### config.mk
export PLATFORM = sky130hd
export DESIGN_NAME = apb_cmd_master_flat
export DESIGN_NICKNAME = d
export VERILOG_FILES = /design/src/rtl/apb_cmd_master_if.sv /design/src/rtl/apb_cmd_master.sv /design/src/flat_wrapper.sv
export SDC_FILE = /design/constraint.sdc
export NUM_CORES = 1
export LEC_CHECK = 0
export CAP_MARGIN = 10
export CORE_MARGIN = 10
export CORE_UTILIZATION = 43
export CTS_BUF_LIST = sky130_fd_sc_hd__clkbuf_8
export DETAILED_ROUTE_END_ITERATION = 7
export PLACE_DENSITY = 0.93
export SLEW_MARGIN = 20
export SYNTH_ARGS = -nofsm -noshare
export SYNTH_HDL_FRONTEND = slang
export SYNTH_SLANG_ARGS = --single-unit
### constraint.sdc
create_clock -name pclk -period 3.12 [get_ports pclk]
set_clock_uncertainty 0.05 [all_clocks]
set_input_delay 0.312 -clock pclk [delete_from_list [all_inputs] [get_ports pclk]]
set_output_delay 0.312 -clock pclk [all_outputs]
set_load 0.02 [all_outputs]
### src/rtl/apb_cmd_master_if.sv
// Command/response handshake plus APB bus for apb_cmd_master; master = the bridge, slave = its environment.
interface apb_cmd_master_if #(
    parameter int PADDR_SIZE = 4,
    parameter int GPIO_PINS  = 32
);
    logic                   cmd_valid;
    logic                   cmd_ready;
    logic                   cmd_write;
    logic [PADDR_SIZE-1:0]  cmd_addr;
    logic [GPIO_PINS-1:0]   cmd_wdata;
    logic [GPIO_PINS/8-1:0] cmd_strb;

    logic                   rsp_valid;
    logic                   rsp_ready;
    logic [GPIO_PINS-1:0]   rsp_rdata;
    logic                   rsp_err;
    logic                   rsp_timeout;

    logic                   psel;
    logic                   penable;
    logic                   pwrite;
    logic [PADDR_SIZE-1:0]  paddr;
    logic [GPIO_PINS-1:0]   pwrdata;
    logic [GPIO_PINS/8-1:0] pstrb;
    logic                   pready;
    logic                   pslverr;
    logic [GPIO_PINS-1:0]   prddata;

    logic                   busy;

    modport master (
        input  cmd_valid, cmd_write, cmd_addr, cmd_wdata, cmd_strb,
        input  rsp_ready, pready, pslverr, prddata,
        output cmd_ready, rsp_valid, rsp_rdata, rsp_err, rsp_timeout,
        output psel, penable, pwrite, paddr, pwrdata, pstrb, busy
    );

    modport slave (
        output cmd_valid, cmd_write, cmd_addr, cmd_wdata, cmd_strb,
        output rsp_ready, pready, pslverr, prddata,
        input  cmd_ready, rsp_valid, rsp_rdata, rsp_err, rsp_timeout,
        input  psel, penable, pwrite, paddr, pwrdata, pstrb, busy
    );
endinterface

### src/rtl/apb_cmd_master.sv
// Single-command APB master: accept -> SETUP -> ACCESS (wait/timeout) -> RESP; 3 cycles accept to rsp_valid minimum.
// One command in flight; cmd_ready only in IDLE, response held until rsp_ready, pready stalls bounded by TIMEOUT.
module apb_cmd_master #(
    parameter int PADDR_SIZE = 4,
    parameter int GPIO_PINS  = 32,
    parameter int TIMEOUT    = 16
) (
    input  logic             pclk,
    input  logic             reset,
    apb_cmd_master_if.master bus
);
    localparam int         STRB_W   = GPIO_PINS / 8;
    localparam logic [7:0] TMO_LAST = 8'(TIMEOUT - 1);

    typedef enum logic [1:0] {IDLE, SETUP, ACCESS, RESP} state_t;

    state_t                state, state_nxt;
    logic [7:0]            wait_cnt;
    logic [PADDR_SIZE-1:0] addr_q;
    logic                  write_q;
    logic [GPIO_PINS-1:0]  wdata_q;
    logic [STRB_W-1:0]     strb_q;
    logic [GPIO_PINS-1:0]  rdata_q;
    logic                  err_q;
    logic                  tmo_q;
    logic                  cmd_rdy;
    logic                  accept;
    logic                  access_done;
    logic                  access_tmo;

    // Held low while reset is asserted so nothing is accepted in the reset cycle.
    assign cmd_rdy = (state == IDLE) && !reset;
    assign accept  = cmd_rdy && bus.cmd_valid;

    always_ff @(posedge pclk) begin
        if (reset) begin
            state <= IDLE;
        end else begin
            state <= state_nxt;
        end
    end

    always_comb begin
        state_nxt   = state;
        access_done = 1'b0;
        access_tmo  = 1'b0;
        case (state)
            IDLE: begin
                if (accept) state_nxt = SETUP;
            end
            SETUP: begin
                state_nxt = ACCESS;
            end
            ACCESS: begin
                if (bus.pready) begin
                    access_done = 1'b1;
                    state_nxt   = RESP;
                end else if (wait_cnt == TMO_LAST) begin
                    access_tmo = 1'b1;
                    state_nxt  = RESP;
                end
            end
            RESP: begin
                if (bus.rsp_ready) state_nxt = IDLE;
            end
            default: state_nxt = IDLE;
        endcase
    end

    always_ff @(posedge pclk) begin
        if (reset) begin
            wait_cnt <= '0;
            addr_q   <= '0;
            write_q  <= 1'b0;
            wdata_q  <= '0;
            strb_q   <= '0;
            rdata_q  <= '0;
            err_q    <= 1'b0;
            tmo_q    <= 1'b0;
        end else begin
            // Reads latch zero data/strobes so the bus shows 0 for them.
            if (accept) begin
                addr_q   <= bus.cmd_addr;
                write_q  <= bus.cmd_write;
                wdata_q  <= bus.cmd_write ? bus.cmd_wdata : '0;
                strb_q   <= bus.cmd_write ? bus.cmd_strb  : '0;
                wait_cnt <= '0;
            end else if (state == ACCESS && !bus.pready && wait_cnt != 8'hFF) begin
                wait_cnt <= wait_cnt + 8'd1;
            end

            if (access_done) begin
                rdata_q <= write_q ? '0 : bus.prddata;
                err_q   <= bus.pslverr;
                tmo_q   <= 1'b0;
            end else if (access_tmo) begin
                rdata_q <= '0;
                err_q   <= 1'b1;
                tmo_q   <= 1'b1;
            end
        end
    end

    assign bus.cmd_ready   = cmd_rdy;
    assign bus.psel        = (state == SETUP) || (state == ACCESS);
    assign bus.penable     = (state == ACCESS);
    assign bus.pwrite      = write_q;
    assign bus.paddr       = addr_q;
    assign bus.pwrdata     = wdata_q;
    assign bus.pstrb       = strb_q;
    assign bus.rsp_valid   = (state == RESP);
    assign bus.rsp_rdata   = rdata_q;
    assign bus.rsp_err     = err_q;
    assign bus.rsp_timeout = tmo_q;
    assign bus.busy        = (state != IDLE);

endmodule

### src/flat_wrapper.sv
// flat-port wrapper written by rule: the top's interface ports become plain ports
module apb_cmd_master_flat 
#(
    parameter int PADDR_SIZE = 4,
    parameter int GPIO_PINS  = 32,
    parameter int TIMEOUT    = 16
)
  (pclk, reset, bus_cmd_valid, bus_cmd_write, bus_cmd_addr, bus_cmd_wdata, bus_cmd_strb, bus_rsp_ready, bus_pready, bus_pslverr, bus_prddata, bus_cmd_ready, bus_rsp_valid, bus_rsp_rdata, bus_rsp_err, bus_rsp_timeout, bus_psel, bus_penable, bus_pwrite, bus_paddr, bus_pwrdata, bus_pstrb, bus_busy);
  apb_cmd_master_if #(.PADDR_SIZE(PADDR_SIZE), .GPIO_PINS(GPIO_PINS)) bus_i ();
  input  logic pclk;
  input  logic reset;
  input wire logic [$bits(bus_i.cmd_valid)-1:0] bus_cmd_valid;
  input wire logic [$bits(bus_i.cmd_write)-1:0] bus_cmd_write;
  input wire logic [$bits(bus_i.cmd_addr)-1:0] bus_cmd_addr;
  input wire logic [$bits(bus_i.cmd_wdata)-1:0] bus_cmd_wdata;
  input wire logic [$bits(bus_i.cmd_strb)-1:0] bus_cmd_strb;
  input wire logic [$bits(bus_i.rsp_ready)-1:0] bus_rsp_ready;
  input wire logic [$bits(bus_i.pready)-1:0] bus_pready;
  input wire logic [$bits(bus_i.pslverr)-1:0] bus_pslverr;
  input wire logic [$bits(bus_i.prddata)-1:0] bus_prddata;
  output wire logic [$bits(bus_i.cmd_ready)-1:0] bus_cmd_ready;
  output wire logic [$bits(bus_i.rsp_valid)-1:0] bus_rsp_valid;
  output wire logic [$bits(bus_i.rsp_rdata)-1:0] bus_rsp_rdata;
  output wire logic [$bits(bus_i.rsp_err)-1:0] bus_rsp_err;
  output wire logic [$bits(bus_i.rsp_timeout)-1:0] bus_rsp_timeout;
  output wire logic [$bits(bus_i.psel)-1:0] bus_psel;
  output wire logic [$bits(bus_i.penable)-1:0] bus_penable;
  output wire logic [$bits(bus_i.pwrite)-1:0] bus_pwrite;
  output wire logic [$bits(bus_i.paddr)-1:0] bus_paddr;
  output wire logic [$bits(bus_i.pwrdata)-1:0] bus_pwrdata;
  output wire logic [$bits(bus_i.pstrb)-1:0] bus_pstrb;
  output wire logic [$bits(bus_i.busy)-1:0] bus_busy;
  assign bus_i.cmd_valid = bus_cmd_valid;
  assign bus_i.cmd_write = bus_cmd_write;
  assign bus_i.cmd_addr = bus_cmd_addr;
  assign bus_i.cmd_wdata = bus_cmd_wdata;
  assign bus_i.cmd_strb = bus_cmd_strb;
  assign bus_i.rsp_ready = bus_rsp_ready;
  assign bus_i.pready = bus_pready;
  assign bus_i.pslverr = bus_pslverr;
  assign bus_i.prddata = bus_prddata;
  assign bus_cmd_ready = bus_i.cmd_ready;
  assign bus_rsp_valid = bus_i.rsp_valid;
  assign bus_rsp_rdata = bus_i.rsp_rdata;
  assign bus_rsp_err = bus_i.rsp_err;
  assign bus_rsp_timeout = bus_i.rsp_timeout;
  assign bus_psel = bus_i.psel;
  assign bus_penable = bus_i.penable;
  assign bus_pwrite = bus_i.pwrite;
  assign bus_paddr = bus_i.paddr;
  assign bus_pwrdata = bus_i.pwrdata;
  assign bus_pstrb = bus_i.pstrb;
  assign bus_busy = bus_i.busy;
  apb_cmd_master #(.PADDR_SIZE(PADDR_SIZE), .GPIO_PINS(GPIO_PINS), .TIMEOUT(TIMEOUT)) u_core (.pclk(pclk), .reset(reset), .bus(bus_i));
endmodule
==> results.md <==
- Worst skew pair latency: 0.34 ns
- Longest Clk Path Bufs: 2
- Category of cells accounting for the largest share of critical-path delay: buffers and inverters
- Sequential cell area fraction in the yosys report: between 50% and 60%
- Commonest non-fill, non-tap cell in the layout: clkdlybuf4s50_1
- Detailed-route wire length: around 9300 um
- Number of antenna violations at the first check in global routing: 0
- Number of H-tree branching levels: 3
- Synthesized area per cell: around 11 um^2
- Crit Path Category: reg2out
- Hold WS: approximately 0.4 ns
- Max-cap violations: 0
- Maximum number of pins on one net before global-route repair: 41
- Post-CTS Hold Fix Bufs: 0
- Area of the core: around 0.0065 mm^2
- Synth Net Count: between 300 and 400
- Result of the run: finished, final reports clean
- Cells resized by post-CTS repair: 0
- Async S/R FF share, synth: 0%
- Number of inserted filler cells in the final layout: 464
- CP Buf/Inv Count: 3
- Minimum clock period: 2.36 ns
- Synthesized flop and latch total: 85
- Placed cell areas: ~0.0045 mm^2
- Worst-path cell chain: inv_1, ha_1, inv_1, nor2_1, clkdlybuf4s50_1
- Height of the die: 102 um
- Die extent in x: around 100 um
- Post-synth EDFFs: 0
- Largest fanout on the critical path: 8
- Tightest Pin Transition: between 0.5 and 0.6 ns
- # port buffers: 158
- Sink Count: 85
- Number of placed I/O pins: 159
- Cell variety after synth: 33
- Setup tns final: 0 ns
- Leak pwr: approximately 1.8 nW
- Max Clock Freq: roughly 0.42 GHz
- First-iteration detailed-routing DRC count: 76
- DPL Wire Length: 7170 um
- Area of the mapped netlist: about 0.0029 mm^2
- Root Buffer: clkbuf_8
- Residual DRC: 0
- Part of the cycle the worst path needs: 75.5%
- Slew Limit Fails: 0
- Count of synthesis-stage warnings from yosys: 0
- Global route overflow: 0
- Endpoints failing setup: 0
- Clk slew on worst S/H paths: ~0.070 ns
- Startpoint class of the critical path: flip-flop
- Leading register cell type out of synthesis: dfxtp_1
- Pwr Density: approximately 640 mW/mm^2
- Arrival time of the worst setup path: 1.99 ns
- Net count reported at finish: 496
- Crit path largest cell delay: 0.63 ns
- Worst setup EP type: output pin
- Ratio of cells with drive above 1 in the final layout: under 10%
- Total number of vias: 2603
- Post-DR wirelength/cell: 18.8 um
- Area added between synthesis and finish: 62.2%
- Number of standard-cell rows in the floorplan: 29
- Setup repair after global routing missed its margin: false
- Maximum resistive drop on vdd: 0.345 mV
- Crit-path most repeated cell: inv_1
- Final Wtd Congestion: 0.854
- Number of nets with antenna violations after routing: 0
- 1st-pass router iterations: 4
- Effective utilization at floorplan: a little under half
- TritonCTS buffer count: 9
- Final hold violation count: 0
- Die footprint: approximately 0.010 mm^2
- Relative slew slack: 64.6%
- Highest-count cells in the layout ignoring fill and taps: clkdlybuf4s50_1, dfxtp_1, a22o_1
- Required arrival time at the worst endpoint: between 2 and 3 ns
- Wire length of the first global-routing pass: 14000 um
- Critical-path top delay cell: clkdlybuf4s50_1
- Count of mapped cells out of synthesis: 256
- Clock tree from TritonCTS: yes
- Count of antenna diodes in the layout: 0
- Number of global-route vias before repair: 2708
- Post-layout instance area: 0.00473 mm^2
- Number of post-CTS setup repair buffers: 0
- Class of the tightest hold or removal check: reg2reg
- Via density per instance: 5.28
- Global Route Usage Sum: between 10% and 20%
## worst reg2reg max path, stage by stage, from the launching register on
cell	delay, ns
dfxtp_1	0.44
or4b_4	0.52
o31ai_4	0.23
a21oi_2	0.09
buf_4	0.26
a22o_2	0.24
## logic make-up after synthesis
kind of cell	share of synthesized area [%]
buffers and inverters	3.73
multiplexers	0.686
AO/OA/AOI/OAI	25.7
flip-flops	58.3
AND/OR/NAND/NOR	8.84
adder cells (fa/ha/maj)	2.15
XOR/XNOR	0.601
## metal layers
layer | global-route usage (%) | wire (um) | vias to the layer above | part of all wire [%]
li1 | - | - | 1267 | -
met1 | 18.2 | 3750 | 1222 | 40
met2 | 29.6 | 4650 | 104 | 50
met3 | 6.34 | 758 | 10 | 8.2
met4 | 6.40 | 127 | 0 | 1.4
met5 | 0 | 0 | - | 0
## metrics by stage
stage / util [%] / total power (W) / setup slack [ns] / instances
after global placement: 70.3 / 0.00227 / 0.946 / 478
after floorplan: - / 0.00182 / 1.16 / 256
after CTS: 73.2 / 0.00305 / 0.758 / 493
final: 73.2 / 0.00303 / 0.763 / 493
after global routing: 73.2 / 0.00316 / 0.621 / 493
after detailed placement: 70.3 / 0.00231 / 0.925 / 478
## where the power goes
| part | internal (W) | total (W) | switching (W) | leakage [nW] |
|---|---|---|---|---|
| Sequential | 0.00121 | 0.00129 | 0.0000765 | 0.689 |
| Clock | 0.000384 | 0.000744 | 0.000361 | 0.103 |
| Combinational | 0.000478 | 0.000990 | 0.000512 | 1.03 |
| Total | 0.00208 | 0.00303 | 0.000949 | 1.82 |
## worst paths after layout
check,startpoint,endpoint,slack (ns),depth (start not counted)
setup / recovery,u_core.state[0],bus_cmd_ready,0.76,5
hold / removal,u_core.bus.paddr[2],u_core.bus.paddr[2],0.41,2
setup reg to reg,u_core.wait_cnt[3],u_core.bus.rsp_rdata[31],1.19,5
hold reg to reg,u_core.bus.paddr[2],u_core.bus.paddr[2],0.41,2
## synthesized netlist by cell type (all sizes together) (2+ instances only)
master | number | area, um^2
nand2b | 4 | 25.0
inv | 4 | 15.0
a21oi | 13 | 68.8
nor2 | 7 | 26.3
nor2b | 2 | 12.5
o21ai | 3 | 15.0
buf | 9 | 63.8
mux2i | 2 | 20.0
xor2 | 2 | 17.5
dfxtp | 85 | 1700
nand2 | 14 | 52.6
o31ai | 2 | 28.8
clkbuf | 8 | 30.0
a22o | 68 | 598
ha | 5 | 62.6
and4b | 2 | 20.0
nand3 | 7 | 35.0
nor3 | 8 | 40.0
and3 | 3 | 20.0
## registers in the layout (all words and copies together) (netlist names), 2 cells and up
register / count
u_core.bus.paddr: 4
u_core.bus.pstrb: 4
u_core.bus.pwrdata: 32
u_core.bus.rsp_rdata: 32
u_core.state: 2
u_core.wait_cnt: 8
## final cells by class
cell class / instances / area [um^2] / share of cell area [%]
inverters: 4 / 15.0 / 0.317
clock inverters: 5 / 52.6 / 1.11
flip-flops and latches: 85 / 1700 / 36.0
well taps: 77 / 96.3 / 2.04
multi-input cells: 150 / 1110 / 23.6
clock buffers: 10 / 138 / 2.91
repair buffers: 162 / 1610 / 34.1
(Power assumes the default switching activity.)
